`config.mk`:
```
export PLATFORM = sky130hd
export DESIGN_NAME = bcd_down_counter_flat
export DESIGN_NICKNAME = d
export VERILOG_FILES = /design/src/rtl/bcd_down_counter_if.sv /design/src/rtl/bcd_down_counter.sv /design/src/flat_wrapper.sv
export SDC_FILE = /design/constraint.sdc
export NUM_CORES = 1
export LEC_CHECK = 0
export BUFFER_PORTS_ARGS = -buffer_cell sky130_fd_sc_hd__buf_2
export CAP_MARGIN = 20
export CELL_PAD_IN_SITES_DETAIL_PLACEMENT = 0
export CELL_PAD_IN_SITES_GLOBAL_PLACEMENT = 2
export CORE_ASPECT_RATIO = 0.6
export CORE_MARGIN = 2
export CORE_UTILIZATION = 31
export CTS_CLUSTER_DIAMETER = 60
export DETAILED_ROUTE_END_ITERATION = 10
export HOLD_SLACK_MARGIN = 0.1
export PLACE_DENSITY_LB_ADDON = 0.2
export RECOVER_POWER = 25
export SYNTH_ARGS = -nofsm -noshare
export SYNTH_HDL_FRONTEND = slang
export SYNTH_SLANG_ARGS = --single-unit
```
`constraint.sdc`:
```
create_clock -name clk -period 5.4 [get_ports clk]
set_input_delay 0.54 -clock clk [delete_from_list [all_inputs] [get_ports clk]]
set_output_delay 0.54 -clock clk [all_outputs]
set_load 0.05 [all_outputs]
```
`src/rtl/bcd_down_counter_if.sv`:
```
// bcd_down_counter_if: control/status bundle for the 4-digit BCD down counter
//   load, load_val[15:0], start, pause, tick : requests into the counter
//   q[15:0], brw[3:1], busy, done, load_err   : count and status out of the counter
interface bcd_down_counter_if;
    logic        load;
    logic [15:0] load_val;
    logic        start;
    logic        pause;
    logic        tick;
    logic [15:0] q;
    logic [3:1]  brw;
    logic        busy;
    logic        done;
    logic        load_err;
    modport master (
        output load, load_val, start, pause, tick,
        input  q, brw, busy, done, load_err
    );
    modport slave (
        input  load, load_val, start, pause, tick,
        output q, brw, busy, done, load_err
    );
endinterface

```
`src/rtl/bcd_down_counter.sv`:
```
// bcd_down_counter: 4-digit BCD down counter with load, start/pause control and optional auto-reload
//   clk     : rising-edge clock
//   reset_n : asynchronous active-low reset
//   bus     : slave side of bcd_down_counter_if (load/start/pause/tick in, q/brw/busy/done/load_err out)
module bcd_down_counter #(
    parameter bit RELOAD = 1'b0
) (
    input  logic                clk,
    input  logic                reset_n,
    bcd_down_counter_if.slave   bus
);
    localparam logic [1:0] IDLE   = 2'b00;
    localparam logic [1:0] RUN    = 2'b01;
    localparam logic [1:0] PAUSED = 2'b10;

    logic [1:0]  state_q, state_d;
    logic [15:0] q_q, q_d;
    logic [15:0] rld_q, rld_d;
    logic        done_q, done_d;
    logic        load_err_q, load_err_d;
    logic        dec, lv_ok;
    logic [3:1]  brw;

    function automatic logic [3:0] dn(input logic [3:0] d);
        return (d == 4'd0) ? 4'd9 : d - 4'd1;
    endfunction

    always_comb begin
        lv_ok = (bus.load_val[3:0] <= 4'd9) && (bus.load_val[7:4] <= 4'd9) &&
                (bus.load_val[11:8] <= 4'd9) && (bus.load_val[15:12] <= 4'd9);
        dec = (state_q == RUN) && bus.tick && !bus.pause && !bus.load;
        brw[1] = dec && (q_q[3:0] == 4'd0);
        brw[2] = brw[1] && (q_q[7:4] == 4'd0);
        brw[3] = brw[2] && (q_q[11:8] == 4'd0);
        state_d = state_q;
        q_d = q_q;
        rld_d = rld_q;
        done_d = 1'b0;
        load_err_d = 1'b0;
        if (bus.load) begin
            if (lv_ok) begin
                q_d = bus.load_val;
                rld_d = bus.load_val;
                state_d = IDLE;
            end else begin
                load_err_d = 1'b1;
            end
        end else if (state_q == IDLE) begin
            if (bus.start) begin
                // starting an already-empty counter completes immediately
                done_d = (q_q == 16'h0000);
                state_d = (q_q == 16'h0000) ? IDLE : RUN;
            end
        end else if (state_q == RUN) begin
            if (bus.pause) begin
                state_d = PAUSED;
            end else if (q_q == 16'h0000) begin
                // only reached in the reload cycle after expiry; any tick here is dropped
                if (RELOAD && rld_q != 16'h0000) q_d = rld_q;
                else state_d = IDLE;
            end else if (bus.tick) begin
                q_d = {brw[3] ? dn(q_q[15:12]) : q_q[15:12],
                       brw[2] ? dn(q_q[11:8])  : q_q[11:8],
                       brw[1] ? dn(q_q[7:4])   : q_q[7:4],
                       dn(q_q[3:0])};
                if (q_q == 16'h0001) begin
                    done_d = 1'b1;
                    state_d = (RELOAD && rld_q != 16'h0000) ? RUN : IDLE;
                end
            end
        end else if (state_q == PAUSED) begin
            state_d = bus.pause ? PAUSED : RUN;
        end else begin
            state_d = IDLE;
        end
    end

    always_ff @(posedge clk or negedge reset_n) begin
        if (!reset_n) begin
            state_q <= IDLE;
            q_q <= 16'h0000;
            rld_q <= 16'h0000;
            done_q <= 1'b0;
            load_err_q <= 1'b0;
        end else begin
            state_q <= state_d;
            q_q <= q_d;
            rld_q <= rld_d;
            done_q <= done_d;
            load_err_q <= load_err_d;
        end
    end

    assign bus.q = q_q;
    assign bus.brw = brw;
    assign bus.busy = (state_q != IDLE);
    assign bus.done = done_q;
    assign bus.load_err = load_err_q;
endmodule

```
`src/flat_wrapper.sv`:
```
// flat-port wrapper written by rule: the top's interface ports become plain ports
module bcd_down_counter_flat 
#(
    parameter bit RELOAD = 1'b0
)
  (clk, reset_n, bus_load, bus_load_val, bus_start, bus_pause, bus_tick, bus_q, bus_brw, bus_busy, bus_done, bus_load_err);
  bcd_down_counter_if bus_i ();
  input  logic clk;
  input  logic reset_n;
  input wire logic [$bits(bus_i.load)-1:0] bus_load;
  input wire logic [$bits(bus_i.load_val)-1:0] bus_load_val;
  input wire logic [$bits(bus_i.start)-1:0] bus_start;
  input wire logic [$bits(bus_i.pause)-1:0] bus_pause;
  input wire logic [$bits(bus_i.tick)-1:0] bus_tick;
  output wire logic [$bits(bus_i.q)-1:0] bus_q;
  output wire logic [$bits(bus_i.brw)-1:0] bus_brw;
  output wire logic [$bits(bus_i.busy)-1:0] bus_busy;
  output wire logic [$bits(bus_i.done)-1:0] bus_done;
  output wire logic [$bits(bus_i.load_err)-1:0] bus_load_err;
  assign bus_i.load = bus_load;
  assign bus_i.load_val = bus_load_val;
  assign bus_i.start = bus_start;
  assign bus_i.pause = bus_pause;
  assign bus_i.tick = bus_tick;
  assign bus_q = bus_i.q;
  assign bus_brw = bus_i.brw;
  assign bus_busy = bus_i.busy;
  assign bus_done = bus_i.done;
  assign bus_load_err = bus_i.load_err;
  bcd_down_counter #(.RELOAD(RELOAD)) u_core (.clk(clk), .reset_n(reset_n), .bus(bus_i));
endmodule
```
# Word-level counts from Yosys, hierarchy flattened

Index checks and enable logic that the tools add are counted.

Reduce and logical (&&, ||, !) cells: 28
Multiplexer cells: 36
Order comparisons: 4
Equal/unequal tests: 10
$add $sub $neg: 4

Operators by type and width:

| kind                | number |
|---|---|
| $mux 16             | 7 |
| $mux 4              | 7 |
| $mux 2              | 11 |
| $reduce_and 7->1    | 3 |
| $eq 16x1->1 const B | 1 |
| $le 4x4->1 const B  | 4 |
| $logic_not 16->1    | 1 |
| $logic_not 4->1     | 4 |
| $sub 4x1->4 const B | 4 |
| $ne 6x4->1 const B  | 2 |
| $reduce_bool 2->1   | 6 |
| $mux 1              | 11 |
| $logic_and 1x1->1   | 9 |
| $ne 2x2->1 const B  | 3 |
| $reduce_and 6->1    | 1 |
| $reduce_and 4->1    | 1 |
| $ne 3x3->1 const B  | 1 |
| $eq 2x1->1 const B  | 1 |
| $eq 2x2->1 const B  | 1 |
| $logic_not 1->1     | 2 |
| $logic_not 2->1     | 1 |
| $ne 2x1->1 const B  | 1 |

Output and inout bits: 22
Logic and storage cells: 89
Input bits: 22
Flip-flop bits (word level): 20

# Depth between registers and ports, before layout

Gate-level depths: netlist (run 1).

Word-level depth: 14
Mapped depth: 7
Depth with buffers taken out: 6

# Worst setup path after synthesis (run 1)

Ideal clock, no wire load.

Kind: register to output
Start: reg u_core.q_q[0], in the netlist u_core.bus.q[0]
End: out bus_brw[2]
Path buffers: 0
Data required time: 4.860 ns
Data arrival time: 1.977 ns
Path slack: 2.883 ns
Cell stages (with the launch flop): 4
Cell sequence: dfrtp_1 > nor4_4 > nand4_1 > nor2_1

Longest elaborated chain between the ends: 4

RTL lines:

| item                   | RTL line               | RTL |
|---|---|---|
| start, declared        | bcd_down_counter.sv:17 | `logic [15:0] q_q, q_d;` |
| start signal, assigned | bcd_down_counter.sv:87 | `q_q <= q_d;` |
| $logic_not 4->1        | bcd_down_counter.sv:32 | `brw[1] = dec && (q_q[3:0] == 4'd0);` |
| $logic_and 1x1->1      | bcd_down_counter.sv:32 |  |
| $logic_and 1x1->1      | bcd_down_counter.sv:33 | `brw[2] = brw[1] && (q_q[7:4] == 4'd0);` |
| $logic_and 1x1->1      | bcd_down_counter.sv:34 | `brw[3] = brw[2] && (q_q[11:8] == 4'd0);` |
| end, declared          | flat_wrapper.sv:16     | `output wire logic [$bits(bus_i.brw)-1:0] bus_brw;` |

No other way between the ends.

# Worst setup path after layout (run 1)

Start: reg u_core.q_q[0], in the netlist u_core.bus.q[0]
End: out bus_brw[1]

Longest elaborated chain between the ends: 3

RTL lines:

| item              | RTL line |
|---|---|
| $logic_not 4->1   | bcd_down_counter.sv:32 |
| $logic_and 1x1->1 | bcd_down_counter.sv:32 |
| $logic_and 1x1->1 | bcd_down_counter.sv:33 |

No other way between the ends.

==> results.toml, run 1 <==
[run_status]
run_status = "finished clean"

[floorplan]
ios = 44
row_count = 18
start_util_pct = 33.2
die_area_mm2 = 0.00510
die_w_um = 90.9
die-height_um = 56.1
core_mm2 = 0.00423

[routing]
via_per_inst = 5.61
wire_per_inst_um = 16.9
drc_errors = 0
first_pass_iters = 4
ant_nets = 0
drt_iter0_drc = 92
wl_um = 4400
num_vias = 1459

[clock_tree]
numCtsBuffers = 3
htree_levels = 1
cts_resized = 0
ctsHoldBuffers = 0
clock_path_buffers = 2
clk_latency_ns = 0.26
clock_sinks = 20
clk_pin_slew_ns = 0.08
cts_tree = "built"
post_cts_buffers = 0
clock-root-buffer = "clkbuf_8"

[place]
dp_hpwl_um = 3280
portBuffers = 43
gp_congestion = 0.809

[finish]
final_cell_mix = "42 x buf_2, 20 x dfrtp_1, 18 x o21ai_0"
fin_nets = 223
n_antenna_cell = 0
final_common_cell = "buf_2"
area_growth_pct = 21.0
post-route-util_pct = 40.1
drive_gt1_share_pct = 29.5

[logic_synthesis]
yosysSeqAreaShare_pct = 35.7
ys_seq_elements = 20
synth-edff-count = 0
synth_area_leaders = "dfrtp_1 36%, o21ai_0 6.4%, nor4_4 4.5%, nand2_1 4.0%, nor2_1 4.0%"
synth_area_mm2 = 0.00140
synth_top_area_share_pct = 35.7
syn-num-nets = 183
async_flop_share_pct = 100
synth_top_area_cell = "dfrtp_1"
synth_cell_types = 48
syn_inst = 161
syn_avg_cell_area_um2 = 8.72
yosysWarnings = 0
synth_ff_type = "dfrtp_1"

[timing]
tightestPinTransition_ns = 1.24
rsz0062_at_grt = "false"
hold_viol_final = 0
fmax_mhz = 403
finalSetupViolations = 0
finalClockSkew_ns = 0.00578
fin_crit_sh_pct = 46.0
relSlewSlack_pct = 17.6
fin_crit_ns = 2.48
drv_slew = 0
final.setup.tns_ns = 0

[global_route]
use_met3_pct = 5.15
grt_use_met1_pct = 26.0
grt.total_usage_pct = 17.3
grt_pass1_wl_um = 7070
use_met2_pct = 24.8
grt_overflow = 0
grt_pass1_vias = 1392
grt.busiest_layer = "met1"
grt_max_degree = 28
antenna_found_initial = 0

[worst_setup_path]
cp_max_fo = 9
crit_path_start_kind = "flop"
worstPathRequired_ns = 4.86
path_class = "reg -> out"
cp_data_arrival_time_ns = 1.94
worst_setup_path_end_kind = "primary output"
worst_r2r_path_depth = 5

[pwr]
seqPwrFrac_pct = 36.1
p_int_mw = 0.369
net-switching-power_mw = 0.394
power_frac_clock_pct = 15.8
ir_worst_vdd_mv = 0.180
p_per_area_mw_per_mm2 = 449
sw_frac_of_total_pct = 51.7
power_leakage_nw = 0.709
combPwrFrac_pct = 48.0

[hold_path]
whs_path_depth = 3
holdCritPathClass = "in -> reg"

[job]
cap_violations = 0
==> cells in the mapped netlist, drive strengths merged, types with 3 or more instances <==
master   n
a21oi    9
a22oi    3
clkbuf   6
dfrtp   20
inv      4
mux2     3
mux2i    3
nand2   15
nand3    3
nand4    5
nor2    15
nor3     8
nor4     7
o21ai   20
o31ai    3
or4      4
==> worst max-delay path, stage by stage (launching register included) <==
cell and delay (ns):
dfrtp_1 0.50, nor4_4 0.43, nand4_1 0.27, inv_2 0.19, buf_2 0.29
==> final cells by class <==
cell class / count / area [um^2]
repair buffers: 43 / 214
multi-input cells: 129 / 840
flip-flops and latches: 20 / 500
well taps: 60 / 75.1
inverters: 4 / 15.0
fillers: 457 / 2530
clock buffers: 4 / 55.1
==> state kept, by name, summed over array words and instances (netlist names) <==
register             flops
u_core.bus.done          1
u_core.bus.load_err      1
u_core.bus.q            16
u_core.state_q           2
==> logic make-up (layout without fill, tap and decap cells) <==
group | Yosys count | in the layout | synth area share, %
xor+xnor | 2 | 2 | 1.25
mux | 6 | 6 | 4.55
compound gates | 54 | 54 | 25.1
flops | 20 | 20 | 35.7
simple gates | 67 | 67 | 28.9
buf+inv | 12 | 51 | 4.54
==> power groups by stage <==
stage | Combinational [mW] | Sequential [mW] | Clock, mW
finish | 0.367 | 0.276 | 0.121
global route | 0.390 | 0.286 | 0.129
CTS | 0.366 | 0.275 | 0.124
detailed placement | 0.364 | 0.278 | 0
global placement | 0.362 | 0.275 | 0
floorplan | 0.166 | 0.379 | 0
==> per-layer routing <==
layer	up-vias	wire, um
li1	706	-
met1	696	2240
met2	55	1810
met3	2	336
met4	0	14
met5	-	0
==> through the flow <==
step                total power, mW  cell area [um^2]  hold WS [ns]  setup WS [ns]  instances
finish                        0.763              1700         0.488           2.92        260
global route                  0.805              1700         0.522           2.80        260
CTS                           0.765              1700         0.250           2.94        260
detailed placement            0.642              1650         0.541           2.99        256
global placement              0.637              1650         0.526           3.02        256
floorplan                     0.545              1400         0.244           2.88        161
==> path summary, 6_finish.rpt <==
check                                   from           endpoint  slack [ns]
max in group asynchronous            reset_n    u_core.bus.q[5]        4.16
max reg2reg                 u_core.bus.q[14]   u_core.bus.q[11]        3.02
min in group asynchronous            reset_n    u_core.bus.done        0.51
max                          u_core.bus.q[0]         bus_brw[1]        2.92
min                          bus_load_val[8]    u_core.bus.q[8]        0.49
min reg2reg                u_core.state_q[0]  u_core.state_q[0]        0.56
No activity file was read; power rests on OpenSTA's default activity.
==> run 2: changes to the inputs <==
--- a/config.mk
+++ b/config.mk
@@ -11,7 +11,7 @@
 export CELL_PAD_IN_SITES_GLOBAL_PLACEMENT = 2
 export CORE_ASPECT_RATIO = 0.6
 export CORE_MARGIN = 2
-export CORE_UTILIZATION = 31
+export CORE_UTILIZATION = 29
 export CTS_CLUSTER_DIAMETER = 60
 export DETAILED_ROUTE_END_ITERATION = 10
 export HOLD_SLACK_MARGIN = 0.1
==> constraint.sdc (replaced) <==
create_clock -name clk -period 2.3 [get_ports clk]
set_input_delay 0.23 -clock clk [delete_from_list [all_inputs] [get_ports clk]]
set_output_delay 0.23 -clock clk [all_outputs]
set_load 0.05 [all_outputs]
==> results.toml, run 2 (synthesis results as in run 1) <==
[run_status]
run_status = "finished clean"

[timing]
hold_viol_final = 0
hold_ws_ns = 0.170
setup_ws_ns = 0.178
fin_crit_ns = 2.12
final.setup.tns_ns = 0
drv_slew = 0
fmax_mhz = 471
rsz0062_at_grt = "false"
finalClockSkew_ns = 0.00145
relSlewSlack_pct = 20.1
tightestPinTransition_ns = 1.20
fin_crit_sh_pct = 92.3
finalSetupViolations = 0

[hold_path]
holdCritPathClass = "in -> reg"

[global_route]
antenna_found_initial = 0
grt_pass1_vias = 1483
grt_overflow = 0
grt_max_degree = 28
grt_pass1_wl_um = 7650
grt.total_usage_pct = 18.2

[finish]
n_antenna_cell = 0
post-route-util_pct = 39.1
area_growth_pct = 28.4
drive_gt1_share_pct = 33.3
design_area_mm2 = 0.00180
largest_reg_flops = 16
fin_cells = 276
fin_nets = 236
final_cell_mix = "42 x buf_2, 20 x dfrtp_1, 18 x o21ai_0"
num-fill-cells = 492
final_common_cell = "buf_2"

[routing]
first_pass_iters = 5
met2WireLength_um = 1860
m1WireLength_um = 2390
wl_met3_um = 256
via_per_inst = 5.53
ant_nets = 0
drt_iter0_drc = 107
drc_errors = 0
maxUsedRoutingLayer = "met4"
wl_um = 4520
num_vias = 1526
wire_per_inst_um = 16.4

[clock_tree]
htree_levels = 1
cts_tree = "built"
clk_latency_ns = 0.26
clock_path_buffers = 2
cts_resized = 0
clock-root-buffer = "clkbuf_8"
clock_sinks = 20
clk_pin_slew_ns = 0.08
post_cts_buffers = 0
numCtsBuffers = 3

[pwr]
power_leakage_nw = 0.772
total_power_mw = 1.84
p_per_area_mw_per_mm2 = 1020
ir_worst_vdd_mv = 0.517

[floorplan]
core_mm2 = 0.00461
row_count = 19
ios = 44
die-height_um = 57.9
die_area_mm2 = 0.00543
die_w_um = 93.8
start_util_pct = 30.4

[job]
cap_violations = 0

[place]
portBuffers = 43
dp_slack_ns = 0.201
placed_area_mm2 = 0.00174
place_inst = 271
gp_congestion = 0.840
dp_hpwl_um = 3470

[worst_setup_path]
cp_max_fo = 7
worstPathRequired_ns = 2.07
worst_setup_path_end_kind = "primary output"
cp_data_arrival_time_ns = 1.89
crit_path_start_kind = "flop"
path_class = "reg -> out"
-- run 2: changes by cell type in the layout (fill, tap and decap cells not counted) --
cell           before  now
dlygate4sd3_1       0    1
buf_4               0   12
-- run 2: timing repair --
action                                 CTS  global route
hold buffers                             1             0
setup endpoints to repair                0             0
endpoints found under the hold margin   20             0
-- run 2: cell type report --
type	count	area (um^2)	share of cell area [%]
Multi-Input combinational cell	129	840	46.6
Inverter	4	15.0	0.833
Tap cell	63	78.8	4.37
Sequential cell	20	500	27.8
Clock buffer	4	55.1	3.05
Timing Repair Buffer	56	314	17.4
-- run 2: report_power, final --
group / internal, mW / switching [mW]
sequential: 0.445 / 0.155
clock: 0.153 / 0.127
combinational: 0.317 / 0.642
-- run 2: worst max-delay path, stage by stage, from the launching register on --
cell and delay (ns):
dfrtp_1 0.48, nor4_4 0.36, nand4_1 0.23, buf_4 0.20
nor2_1 0.09, buf_2 0.27
-- run 2: layer usage --
metal	up-vias	global-route usage, %
met4	0	2.90
met3	2	3.77
li1	728	-
met5	-	0
met1	730	28.4
met2	66	26.2
-- run 2: path summary, 6_finish.rpt --
| kind | from | to | slack (ns) | cells after the start |
|---|---|---|---|---|
| max | u_core.bus.q[3] | bus_brw[2] | 0.18 | 5 |
| min | bus_load_val[8] | u_core.bus.q[8] | 0.17 | 3 |
| max reg2reg | u_core.bus.q[14] | u_core.state_q[0] | 0.20 | 5 |
| min reg2reg | u_core.state_q[0] | u_core.state_q[0] | 0.57 | 1 |
| max in group asynchronous | reset_n | u_core.bus.q[12] | 0.86 | 2 |
| min in group asynchronous | reset_n | u_core.bus.q[0] | 0.73 | 2 |
